### config.mk
export PLATFORM = sky130hd
export DESIGN_NAME = sd_cmd_tx_flat
export DESIGN_NICKNAME = d
export VERILOG_FILES = /design/src/rtl/sd_cmd_tx_if.sv /design/src/rtl/sd_cmd_tx.sv /design/src/flat_wrapper.sv
export SDC_FILE = /design/constraint.sdc
export NUM_CORES = 1
export LEC_CHECK = 0
export CORE_ASPECT_RATIO = 1.1
export CORE_MARGIN = 2
export CORE_UTILIZATION = 46
export DETAILED_ROUTE_END_ITERATION = 12
export GPL_TIMING_DRIVEN = 0
export PLACE_DENSITY = 0.76
export SETUP_SLACK_MARGIN = 0.05
export SLEW_MARGIN = 20
export SYNTH_ARGS = -nofsm -noshare
export SYNTH_HDL_FRONTEND = slang
export SYNTH_SLANG_ARGS = --single-unit
### constraint.sdc
create_clock -name clk_i -period 2 [get_ports clk_i]
set_input_delay 0.2 -clock clk_i [delete_from_list [all_inputs] [get_ports clk_i]]
set_output_delay 0.2 -clock clk_i [all_outputs]
set_load 0.01 [all_outputs]
### src/rtl/sd_cmd_tx_if.sv
// sd_cmd_tx_if: command request handshake (valid/ready with index and argument).
interface sd_cmd_tx_if;
  logic        valid;
  logic        ready;
  logic [5:0]  idx;
  logic [31:0] arg;

  modport master (
    output valid,
    output idx,
    output arg,
    input  ready
  );

  modport slave (
    input  valid,
    input  idx,
    input  arg,
    output ready
  );
endinterface

### src/rtl/sd_cmd_tx.sv
// sd_cmd_tx: SD CMD-line transmitter, 48-bit frame with CRC7 and an idle gap.
// Optional CRC wait timeout enabled by defining SD_CMD_TX_TIMEOUT_EN.
module sd_cmd_tx #(
  parameter int GAP_BITS    = 8,
  parameter int CRC_TIMEOUT = 64
) (
  input  logic        clk_i,
  input  logic        rst_i,
  input  logic        sd_ce_i,
  sd_cmd_tx_if.slave  req,
  output logic        crc_en_o,
  output logic [39:0] crc_data_o,
  input  logic [6:0]  crc_i,
  input  logic        crc_valid_i,
  output logic        cmd_o,
  output logic        cmd_oe_o,
  output logic        busy_o,
  output logic        done_o,
  output logic        err_o
);

  if (GAP_BITS < 1 || GAP_BITS > 255 ||
      CRC_TIMEOUT < 2 || CRC_TIMEOUT > 1023) begin : g_bad_param
    $error("sd_cmd_tx: parameter out of range");
  end

  typedef enum logic [2:0] {
    S_IDLE,
    S_CRC_REQ,
    S_CRC_WAIT,
    S_SHIFT,
    S_GAP
  } state_e;

  state_e      state_q;
  logic [39:0] data_q;
  logic [47:0] sh_q;
  logic [5:0]  bit_q;
  logic [7:0]  gap_q;
  logic        cmd_q;
  logic        oe_q;
  logic        crc_en_q;
  logic        done_q;

`ifdef SD_CMD_TX_TIMEOUT_EN
  localparam logic [9:0] TMO_LAST = 10'(CRC_TIMEOUT - 1);
  logic [9:0] tmo_q;
  logic       err_q;
  assign err_o = err_q;
`else
  assign err_o = 1'b0;
`endif

  assign req.ready  = (state_q == S_IDLE);
  assign busy_o     = (state_q != S_IDLE);
  assign crc_en_o   = crc_en_q;
  assign crc_data_o = data_q;
  assign cmd_o      = cmd_q;
  assign cmd_oe_o   = oe_q;
  assign done_o     = done_q;

  always_ff @(posedge clk_i) begin
    if (rst_i) begin
      state_q  <= S_IDLE;
      data_q   <= '0;
      sh_q     <= '0;
      bit_q    <= '0;
      gap_q    <= '0;
      cmd_q    <= 1'b1;
      oe_q     <= 1'b0;
      crc_en_q <= 1'b0;
      done_q   <= 1'b0;
`ifdef SD_CMD_TX_TIMEOUT_EN
      tmo_q    <= '0;
      err_q    <= 1'b0;
`endif
    end else begin
      crc_en_q <= 1'b0;
      done_q   <= 1'b0;
`ifdef SD_CMD_TX_TIMEOUT_EN
      err_q    <= 1'b0;
`endif
      unique case (state_q)
        S_IDLE: begin
          if (req.valid) begin
            data_q   <= {2'b01, req.idx, req.arg};
            crc_en_q <= 1'b1;
            state_q  <= S_CRC_REQ;
          end
        end
        S_CRC_REQ: begin
`ifdef SD_CMD_TX_TIMEOUT_EN
          tmo_q   <= '0;
`endif
          state_q <= S_CRC_WAIT;
        end
        S_CRC_WAIT: begin
          if (crc_valid_i) begin
            sh_q    <= {data_q, crc_i, 1'b1};
            bit_q   <= 6'd48;
            state_q <= S_SHIFT;
          end
`ifdef SD_CMD_TX_TIMEOUT_EN
          else if (tmo_q == TMO_LAST) begin
            err_q   <= 1'b1;
            state_q <= S_IDLE;
          end else begin
            tmo_q <= tmo_q + 10'd1;
          end
`endif
        end
        S_SHIFT: begin
          if (sd_ce_i) begin
            // bit_q==0 means the end bit has had its full period
            if (bit_q != 6'd0) begin
              cmd_q <= sh_q[47];
              oe_q  <= 1'b1;
              sh_q  <= {sh_q[46:0], 1'b1};
              bit_q <= bit_q - 6'd1;
            end else begin
              cmd_q   <= 1'b1;
              oe_q    <= 1'b0;
              gap_q   <= 8'(GAP_BITS);
              state_q <= S_GAP;
            end
          end
        end
        S_GAP: begin
          if (sd_ce_i) begin
            if (gap_q <= 8'd1) begin
              gap_q   <= '0;
              done_q  <= 1'b1;
              state_q <= S_IDLE;
            end else begin
              gap_q <= gap_q - 8'd1;
            end
          end
        end
        default: state_q <= S_IDLE;
      endcase
    end
  end

endmodule

### src/flat_wrapper.sv
// flat-port wrapper written by rule: the top's interface ports become plain ports
module sd_cmd_tx_flat 
#(
  parameter int GAP_BITS    = 8,
  parameter int CRC_TIMEOUT = 64
)
  (clk_i, rst_i, sd_ce_i, crc_en_o, crc_data_o, crc_i, crc_valid_i, cmd_o, cmd_oe_o, busy_o, done_o, err_o, req_valid, req_idx, req_arg, req_ready);
  sd_cmd_tx_if req_i ();
  input  logic clk_i;
  input  logic rst_i;
  input  logic sd_ce_i;
  output logic crc_en_o;
  output logic [39:0] crc_data_o;
  input  logic [6:0] crc_i;
  input  logic crc_valid_i;
  output logic cmd_o;
  output logic cmd_oe_o;
  output logic busy_o;
  output logic done_o;
  output logic err_o;
  input wire logic [$bits(req_i.valid)-1:0] req_valid;
  input wire logic [$bits(req_i.idx)-1:0] req_idx;
  input wire logic [$bits(req_i.arg)-1:0] req_arg;
  output wire logic [$bits(req_i.ready)-1:0] req_ready;
  assign req_i.valid = req_valid;
  assign req_i.idx = req_idx;
  assign req_i.arg = req_arg;
  assign req_ready = req_i.ready;
  sd_cmd_tx #(.GAP_BITS(GAP_BITS), .CRC_TIMEOUT(CRC_TIMEOUT)) u_core (.clk_i(clk_i), .rst_i(rst_i), .sd_ce_i(sd_ce_i), .req(req_i), .crc_en_o(crc_en_o), .crc_data_o(crc_data_o), .crc_i(crc_i), .crc_valid_i(crc_valid_i), .cmd_o(cmd_o), .cmd_oe_o(cmd_oe_o), .busy_o(busy_o), .done_o(done_o), .err_o(err_o));
endmodule
==> flow_metrics.env <==
export IMPL_die_w_um=98.2
export IMPL_power_leakage_nw=2.03
export IMPL_synth_area_leader_cell="dfxtp_1"
export IMPL_comb_power_share_pct=38.7
export IMPL_slowest_delay_ps=480
export IMPL_antenna_found_initial=0
export IMPL_cp_data_arrival_time_ps=2180
export IMPL_startpoint_type="flop"
export IMPL_met3_usage_pct=2.40
export IMPL_ios=97
export IMPL_crit_chain="inv_2, ha_4, nor3b_4, a311o_2, or4b_1, a31oi_1"
export IMPL_worstReg2RegEnd="u_core.bit_q[5]"
export IMPL_fin_area_mm2=0.00594
export IMPL_drive_gt1_share_pct=10.3
export IMPL_tightest_slew_ps=591
export IMPL_hold_depth=3
export IMPL_cp_max_fo=6
export IMPL_nets=735
export IMPL_yosysTopAreaCellShare_pct=48.1
export IMPL_max_freq_mhz=530
export IMPL_place_area_mm2=0.00558
export IMPL_firstDrtPassIters=4
export IMPL_routed_wl_um=11500
export IMPL_fin_skew_ps=14.4
export IMPL_layout_cells_non_filler=803
export IMPL_status="finished clean"
export IMPL_antennaDiodeCount=0
export IMPL_overflow=0
export IMPL_busiest_layer="met2"
export IMPL_maxCapViolCount=0
export IMPL_reg2reg_depth=6
export IMPL_yosysSeqAreaShare_pct=48.1
export IMPL_power_switching_mw=2.51
export IMPL_cts_htree_levels=3
export IMPL_internal_power_mw=4.25
export IMPL_synth_edf_count=0
export IMPL_finalMaxSlewViolations=0
export IMPL_ant_nets=0
export IMPL_p_seq_share_pct=43.1
export IMPL_place_gp_congestion=0.827
export IMPL_grt_pass1_vias=4103
export IMPL_drcViolationCount=0
export IMPL_synthTopCellsByCount="nand2_1, dfxtp_1, nor2_1, a21oi_1, a311oi_1"
export IMPL_vias_per_cell=5.37
export IMPL_rsz0062_at_grt="yes"
export IMPL_cts_buffers=9
export IMPL_min_path_type="primary input to flop"
export IMPL_clock_power_share_pct=18.2
export IMPL_synth_most_common_cell="nand2_1"
export IMPL_dieArea_mm2=0.0106
export IMPL_clk_pin_slew_ps=110
export IMPL_syn_to_final_growth_pct=32.2
export IMPL_setup_viol=0
export IMPL_period_share_pct=94.3
export IMPL_cts_tree="yes"
export IMPL_grt_use_total_pct=21.3
export IMPL_grt_max_degree=19
export IMPL_p_per_area_mw_per_mm2=1140
export IMPL_clockRootBuffer="clkbuf_8"
export IMPL_cts_sinks=108
export IMPL_wl_per_cell_um=14.3
export IMPL_core_area_mm2=0.00944
export IMPL_power_total_mw=6.76
export IMPL_synthFlopType="dfxtp_1"
export IMPL_dp_hpwl_um=8130
export IMPL_drtIter0Drc=165
export IMPL_clock_latency_ps=370
export IMPL_synth_area_top_cells="dfxtp_1, nand2_1, a311oi_1"
export IMPL_ir_drop_mv=0.531
export IMPL_synth_seq_cells=108
export IMPL_met2_usage_pct=37.6
export IMPL_syn_area_per_cell_um2=7.90
export IMPL_numPortBuffers=93
export IMPL_fp_dieH_um=108
export IMPL_crit_type="flop to flop"
export IMPL_use_met1_pct=26.8
export IMPL_dr_total_vias=4310
export IMPL_fillers=863
export IMPL_crit_path_end_kind="flop"
export IMPL_maxSlewHeadroom_pct=60.6
export IMPL_grt_pass1_wl_um=18600
export IMPL_rrSetupSlack_ps=110
export IMPL_yosysWarnings=0
export IMPL_synth_cells=569
export IMPL_async_flop_share_pct=0
export IMPL_ys_types=43
export IMPL_rows=37
export IMPL_dp_cells=780
export IMPL_netlist_area_mm2=0.00449
export IMPL_cpMaxStageDelayCell="or4b_1"
export IMPL_hold_violations=0
export IMPL_min_from="req_idx[5]"
export IMPL_clock_path_buffers=2
export IMPL_hold_path_endpoint="u_core.crc_data_o[37]"
export IMPL_start_util_pct=47.6
export IMPL_crit_required_ps=2290
export IMPL_r2r_start="u_core.bit_q[1]"
export IMPL_min_period_ps=1890
export IMPL_swShare_pct=37.2
==> worst max-delay path by stage <==
stage | from | to | slack, ps | cells after the start
6_report | u_core.bit_q[1] | u_core.bit_q[5] | 110 | 6
5_1_grt | u_core.bit_q[0] | u_core.gap_q[6] | 30 | 6
3_5_place_dp | sd_ce_i | u_core.sh_q[46] | -340 | 6
2_1_floorplan | u_core.bit_q[0] | u_core.bit_q[5] | 150 | 6
4_1_cts | u_core.bit_q[0] | u_core.sh_q[31] | 70 | 8
3_3_place_gp | sd_ce_i | u_core.sh_q[46] | -340 | 6
==> sequential cells by signal, summed over array words and instances (netlist names) <==
| signal | flops |
|---|---|
| u_core.sh_q | 48 |
| u_core.crc_data_o | 39 |
| u_core.gap_q | 8 |
| u_core.bit_q | 6 |
| u_core.state_q | 3 |
| u_core.cmd_o | 1 |
| u_core.cmd_oe_o | 1 |
| u_core.crc_en_o | 1 |
| u_core.done_o | 1 |
==> final cells by class <==
type	count	area, um2	area share [%]
buffer	44	231	3.90
clock buffer	10	128	2.15
clock inverter	6	46.3	0.779
inverter	6	22.5	0.379
multi-input combinational	411	2200	37.1
sequential	108	2160	36.4
tap	117	146	2.46
timing repair buffer	101	997	16.8
==> stage by stage <==
step           util (%)  hold slack (ps)  TNS, ps  worst slack (ps)
4_1_cts            61.6              359        0              72.4
3_3_place_gp       59.0              444   -13080              -339
6_report           62.9              360        0               115
2_1_floorplan         -              336        0               148
5_1_grt            62.9              367        0              27.4
3_5_place_dp       59.0              448   -13510              -339
==> worst max-delay path, delay by kind of cell, from the launching register on <==
family | cells | cell delay (ps)
AND/OR/NAND/NOR | 2 | 650
buffers and inverters | 1 | 50
flip-flops | 1 | 360
adder cells (fa/ha/maj) | 1 | 140
AO/OA/AOI/OAI | 2 | 600
==> cell usage in the layout, fill, tap and decap left out, drive strengths merged, types with 3 or more instances in the layout <==
cell,count
nor3,6
a311oi,50
o41ai,3
inv,8
or3,6
a21oi,54
o21ai,7
a31oi,3
nor2,64
dfxtp,108
clkbuf,39
clkdlybuf4s50,92
nand3,3
nand2b,5
buf,23
nand2,177
ha,4
==> metal layers <==
metal,wire length [um],share of wire [%]
met5,0,0
met2,5780,50
met3,459,4.0
met1,5080,44
met4,187,1.6
==> power by group through the flow <==
stage	Combinational, mW	Clock, mW	Sequential [mW]
final	2.62	1.23	2.91
after global routing	2.90	1.33	2.97
after CTS	2.51	1.24	2.91
after detailed placement	2.37	0	2.95
after global placement	2.30	0	2.93
after floorplan	1.48	0	2.95
==> repair_timing <==
| item | in CTS | in global routing |
|---|---|---|
| setup buffers | 5 | 3 |
| pin swaps | 3 | 4 |
| hold buffers | 0 | 0 |
| setup endpoints to repair | 64 | 62 |
| resized for setup | 11 | 28 |
==> logic make-up (layout without fill, tap and decap cells) <==
logic type      Yosys count  in the layout  synth area share, %
flops                   108            108                 48.1
compound gates          125            125                 19.3
simple gates            276            276                 25.6
buf+inv                  51            167                 4.98
xor+xnor                  2              2                0.390
mux                       2              2                0.445
fa+ha+maj                 4              4                 1.11
other cells               1              2               0.0834
Power figures use the tool's default switching activity.
